[src/rtl/spi_master_frame_if.sv]
// Frame-level handshake and SPI pin bundle for spi_master_frame.
// master modport is the SPI master's view; slave modport is the controller/pin side.
interface spi_master_frame_if #(
    parameter int unsigned FRAME_BITS = 32
);
    logic                  start;
    logic [FRAME_BITS-1:0] d;
    logic [FRAME_BITS-1:0] q;
    logic                  done;
    logic                  busy;
    logic                  sck;
    logic                  mosi;
    logic                  miso;
    logic                  cs_n;

    modport master (
        input  start, d, miso,
        output q, done, busy, sck, mosi, cs_n
    );

    modport slave (
        output start, d, miso,
        input  q, done, busy, sck, mosi, cs_n
    );
endinterface

[src/rtl/spi_master_frame.sv]
// Mode-0 SPI master: full-duplex FRAME_BITS frames, MSB first, sck = f_clk/(2*CLK_DIV).
// All outputs are registered; done is a single-cycle pulse at the last sck fall.
module spi_master_frame #(
    parameter int unsigned CLK_DIV    = 2,
    parameter int unsigned FRAME_BITS = 32
) (
    input  logic               clk,
    input  logic               reset,
    spi_master_frame_if.master bus
);
    localparam int unsigned CNT_W    = (FRAME_BITS > 2) ? $clog2(FRAME_BITS) : 1;
    localparam logic [7:0]  DIV_LAST = 8'(CLK_DIV - 1);
    localparam logic [CNT_W-1:0] BIT_LAST = CNT_W'(FRAME_BITS - 1);

    typedef enum logic [1:0] {
        IDLE = 2'd0,
        LOW  = 2'd1,
        HIGH = 2'd2
    } state_t;

    state_t                state_q, state_d;
    logic [7:0]            div_q, div_d;
    logic [CNT_W-1:0]      cnt_q, cnt_d;
    logic [FRAME_BITS-1:0] tx_q, tx_d;
    logic [FRAME_BITS-1:0] rx_q, rx_d;
    logic [FRAME_BITS-1:0] q_q, q_d;
    logic                  done_q, done_d;
    logic                  busy_q, busy_d;
    logic                  sck_q, sck_d;
    logic                  mosi_q, mosi_d;
    logic                  cs_n_q, cs_n_d;

    always_comb begin
        state_d = state_q;
        div_d   = div_q;
        cnt_d   = cnt_q;
        tx_d    = tx_q;
        rx_d    = rx_q;
        q_d     = q_q;
        done_d  = 1'b0;
        busy_d  = busy_q;
        sck_d   = sck_q;
        mosi_d  = mosi_q;
        cs_n_d  = cs_n_q;

        case (state_q)
            IDLE: begin
                if (bus.start) begin
                    tx_d    = bus.d;
                    mosi_d  = bus.d[FRAME_BITS-1];
                    cs_n_d  = 1'b0;
                    busy_d  = 1'b1;
                    div_d   = '0;
                    cnt_d   = '0;
                    state_d = LOW;
                end
            end

            LOW: begin
                if (div_q == DIV_LAST) begin
                    sck_d   = 1'b1;
                    rx_d    = {rx_q[FRAME_BITS-2:0], bus.miso};
                    div_d   = '0;
                    state_d = HIGH;
                end else begin
                    div_d = div_q + 8'd1;
                end
            end

            HIGH: begin
                if (div_q == DIV_LAST) begin
                    sck_d = 1'b0;
                    div_d = '0;
                    if (cnt_q != BIT_LAST) begin
                        cnt_d   = cnt_q + 1'b1;
                        tx_d    = tx_q << 1;
                        mosi_d  = tx_q[FRAME_BITS-2];
                        state_d = LOW;
                    end else begin
                        q_d    = rx_q;
                        done_d = 1'b1;
                        // start at the final fall chains the next frame on this same edge,
                        // so cs_n never rises and sck keeps its cadence across the boundary
                        if (bus.start) begin
                            tx_d    = bus.d;
                            mosi_d  = bus.d[FRAME_BITS-1];
                            cnt_d   = '0;
                            state_d = LOW;
                        end else begin
                            busy_d  = 1'b0;
                            cs_n_d  = 1'b1;
                            mosi_d  = 1'b0;
                            state_d = IDLE;
                        end
                    end
                end else begin
                    div_d = div_q + 8'd1;
                end
            end

            default: begin
                state_d = IDLE;
            end
        endcase
    end

    always_ff @(posedge clk or negedge reset) begin
        if (!reset) begin
            state_q <= IDLE;
            div_q   <= '0;
            cnt_q   <= '0;
            tx_q    <= '0;
            rx_q    <= '0;
            q_q     <= '0;
            done_q  <= 1'b0;
            busy_q  <= 1'b0;
            sck_q   <= 1'b0;
            mosi_q  <= 1'b0;
            cs_n_q  <= 1'b1;
        end else begin
            state_q <= state_d;
            div_q   <= div_d;
            cnt_q   <= cnt_d;
            tx_q    <= tx_d;
            rx_q    <= rx_d;
            q_q     <= q_d;
            done_q  <= done_d;
            busy_q  <= busy_d;
            sck_q   <= sck_d;
            mosi_q  <= mosi_d;
            cs_n_q  <= cs_n_d;
        end
    end

    assign bus.q    = q_q;
    assign bus.done = done_q;
    assign bus.busy = busy_q;
    assign bus.sck  = sck_q;
    assign bus.mosi = mosi_q;
    assign bus.cs_n = cs_n_q;
endmodule
[src/flat_wrapper.sv]
// flat-port wrapper written by rule: the top's interface ports become plain ports
module spi_master_frame_flat 
#(
    parameter int unsigned CLK_DIV    = 2,
    parameter int unsigned FRAME_BITS = 32
)
  (clk, reset, bus_start, bus_d, bus_miso, bus_q, bus_done, bus_busy, bus_sck, bus_mosi, bus_cs_n);
  spi_master_frame_if #(.FRAME_BITS(FRAME_BITS)) bus_i ();
  input  logic clk;
  input  logic reset;
  input wire logic [$bits(bus_i.start)-1:0] bus_start;
  input wire logic [$bits(bus_i.d)-1:0] bus_d;
  input wire logic [$bits(bus_i.miso)-1:0] bus_miso;
  output wire logic [$bits(bus_i.q)-1:0] bus_q;
  output wire logic [$bits(bus_i.done)-1:0] bus_done;
  output wire logic [$bits(bus_i.busy)-1:0] bus_busy;
  output wire logic [$bits(bus_i.sck)-1:0] bus_sck;
  output wire logic [$bits(bus_i.mosi)-1:0] bus_mosi;
  output wire logic [$bits(bus_i.cs_n)-1:0] bus_cs_n;
  assign bus_i.start = bus_start;
  assign bus_i.d = bus_d;
  assign bus_i.miso = bus_miso;
  assign bus_q = bus_i.q;
  assign bus_done = bus_i.done;
  assign bus_busy = bus_i.busy;
  assign bus_sck = bus_i.sck;
  assign bus_mosi = bus_i.mosi;
  assign bus_cs_n = bus_i.cs_n;
  spi_master_frame #(.CLK_DIV(CLK_DIV), .FRAME_BITS(FRAME_BITS)) u_core (.clk(clk), .reset(reset), .bus(bus_i));
endmodule
[config.mk]
export PLATFORM = sky130hd
export DESIGN_NAME = spi_master_frame_flat
export DESIGN_NICKNAME = d
export VERILOG_FILES = /design/src/rtl/spi_master_frame_if.sv /design/src/rtl/spi_master_frame.sv /design/src/flat_wrapper.sv
export SDC_FILE = /design/constraint.sdc
export NUM_CORES = 1
export LEC_CHECK = 0
export CELL_PAD_IN_SITES_DETAIL_PLACEMENT = 1
export CELL_PAD_IN_SITES_GLOBAL_PLACEMENT = 1
export CORE_UTILIZATION = 35
export DETAILED_ROUTE_END_ITERATION = 12
export PLACE_DENSITY = 0.7
export SLEW_MARGIN = 10
export SYNTH_ARGS = -nofsm -noshare
export SYNTH_HDL_FRONTEND = slang
export SYNTH_SLANG_ARGS = --single-unit
[constraint.sdc]
create_clock -name clk -period 3.45 [get_ports clk]
set_input_delay 1.035 -clock clk [delete_from_list [all_inputs] [get_ports clk]]
set_output_delay 1.035 -clock clk [all_outputs]
set_load 0.05 [all_outputs]
==> impl_metrics.toml <==
[cells_and_area]
area_growth_pct = 31.5
drive_gt1_share_pct = 22.3
nets = 526
fin_cells = 678
antenna_cells = 0

[logic_synthesis]
synth_compound_area_share_pct = 6.60
synthesis.nets = 450
synth_xor_area_share_pct = 0.849
synthSimpleGateAreaFrac_pct = 9.24
syn_area_um2 = 5160
synth_most_common_cell = "dfrtp_1"
synthAdderAreaFrac_pct = 2.18
synthMuxAreaShare_pct = 22.6
synth.top_cells.by_count = "dfrtp_1 (114), nand2_1 (43), o21ai_0 (35)"
synth_edf_count = 0
synth_cells = 405
synth_top_flop_cell = "dfrtp_1"
synth-seq-area-share_pct = 55.8
avgSynthCellArea_um2 = 12.7
synth_area_leaders = "dfrtp_1 (55%), mux2_4 (8.7%), mux2_2 (7.4%)"
ys_ff_latch = 115
yosysTopAreaCell = "dfrtp_1"
yosysTopAreaCellShare_pct = 55.3
synth.distinct_cells = 45
yosys_warnings = 0
synth_top_family_by_area = "multiplexers"
async_flop_share_pct = 100

[status]
outcome = "finished clean"

[setup_path]
crit_path_start_kind = "flop"
crit_buf_inv = 1
rr_worst_depth = 6
crit_chain = "clkdlybuf4s50_1"
critPathCaptureType = "output pin"
crit_required_ns = 2.41
critical_path_class = "reg2out"
critical_path.top_delay_family = "buffers and inverters"
crit_arrival_ns = 1.76
rrSetupSlack_ns = 1.04
crit_cells = 1
path_max_fanout = 3
critPathSlowestCell = "clkdlybuf4s50_1"
slowest_delay_ns = 0.81

[timing]
relSlewSlack_pct = 53.6
period_minus_slack_ns = 2.79
setup_tns_ns = 0
hold_viol = 0
finalCritPeriodShare_pct = 80.9
max_freq_mhz = 358
fin_skew_ns = 0.00774
rsz0062_at_grt = "no"
setup_viol = 0
drv_slew = 0
tightest_slew_ns = 0.695

[power]
power_frac_clock_pct = 40.5
seq_power_share_pct = 35.0
p_switching_mw = 1.54
power_density_nw_per_um2 = 758
p_leak_nw = 3.17
comb_power_share_pct = 24.5
power.share.switching_pct = 29.9
ir_drop_uv = 316
internal-power_mw = 3.61

[die]
die_height_um = 123
die-area_um2 = 15200
rows = 44
die_w_um = 123
ios = 73
start_util_pct = 35.6
placeableCoreArea_um2 = 14500

[clocking]
root_buffer = "clkbuf_16"
cts_buffers = 17
clockBufferDepth = 2
clkTransAtPathRegs_ns = 0.05
clock_latency_ns = 0.41
clock_sinks = 115
post-cts-setup-buffer-count = 0
cts_tree = "built"
htreeDepth = 4
cts_hold_buf = 0
ctsResizeCount = 0

[routing]
drtIter0Drc = 121
via_count = 3362
wl_per_cell_um = 16.5
firstDrtPassIters = 4
routed_via_density = 4.96
finalWirelength_um = 11200
post-route-drc-count = 0
antenna_left = 0

[placement]
post-place-cells = 646
hpwlAfterDp_um = 7350
place.gp.congestion = 0.759
portBuffers = 72

[grt]
grt_util_all_layers_pct = 16.4
grt_pass1_vias = 3589
antenna_found_initial = 0
grt_overflow = 0
grt_pass1_wl_um = 18700
grt_max_degree = 62

[hold_path]
hold_path.class = "reg2reg"
hold_depth = 2

[run]
drv_cap = 0
[sequential cells by signal (all words and copies together) (netlist names)]
signal,flops
u_core.bus.q,32
u_core.rx_q,32
u_core.tx_q,31
u_core.div_q,8
u_core.cnt_q,5
u_core.state_q,2
u_core.bus.busy,1
u_core.bus.cs_n,1
u_core.bus.done,1
u_core.bus.mosi,1
u_core.bus.sck,1
[final timing paths]
path                                    from         endpoint
min                          u_core.tx_q[22]  u_core.tx_q[22]
min reg2reg                  u_core.tx_q[22]  u_core.tx_q[22]
min in group asynchronous              reset  u_core.bus.q[7]
max in group asynchronous              reset  u_core.tx_q[19]
max                          u_core.bus.cs_n         bus_cs_n
max reg2reg                u_core.state_q[0]  u_core.bus.q[4]
[per-layer routing]
metal	global-route usage [%]	part of all wire, %	up-vias
li1	-	-	1587
met1	20.8	45	1713
met2	26.2	50	42
met3	4.61	2.9	20
met4	7.00	1.9	0
met5	0	0	-
[kinds of logic after synthesis]
| group | Yosys count |
|---|---|
| AO/OA/AOI/OAI | 59 |
| XOR/XNOR | 5 |
| adder cells (fa/ha/maj) | 9 |
| buffers and inverters | 27 |
| flip-flops | 115 |
| multiplexers | 97 |
| AND/OR/NAND/NOR | 93 |
[layout make-up]
type,instances,area [µm²]
Clock buffer,20,447
Clock inverter,12,250
Fill cell,1507,7690
Inverter,4,15.0
Multi-Input combinational cell,263,2160
Sequential cell,115,2880
Tap cell,184,230
Timing Repair Buffer,80,803
[per-stage QoR]
stage | hold WS, ns | cell area, µm² | power, mW | util, % | worst slack (ns)
3_5_place_dp | 0.472 | 6090 | 3.08 | 42.1 | 0.556
2_1_floorplan | 0.450 | 5160 | 2.70 | - | 1.38
4_1_cts | 0.484 | 6790 | 5.21 | 46.9 | 0.623
5_1_grt | 0.513 | 6790 | 5.44 | 46.9 | 0.592
6_report | 0.479 | 6790 | 5.14 | 46.9 | 0.659
3_3_place_gp | 0.462 | 6090 | 3.02 | 42.1 | 0.587
[layout by cell type (no fill, tap or decap), drive strengths merged, types with 3 or more instances in the layout]
master and count:
bufinv 7, nand2 44, dfrtp 114, a21oi 7
buf 9, nand2b 6, ha 9, nor2 15
mux2 64, and3 3, o22ai 3, nand3 6
o21ai 35, xnor2 5, inv 6, clkbuf 20
clkinv 3, mux2i 33, a31oi 3, nor4b 3
clkdlybuf4s50 71
[power groups by stage]
stage	Clock (mW)	Sequential, mW	Combinational, mW
3_5_place_dp	0	1.82	1.27
3_3_place_gp	0	1.80	1.22
4_1_cts	2.13	1.80	1.28
6_report	2.08	1.80	1.26
2_1_floorplan	0	1.80	0.902
5_1_grt	2.18	1.83	1.42
No activity file was read; power rests on OpenSTA's default activity.
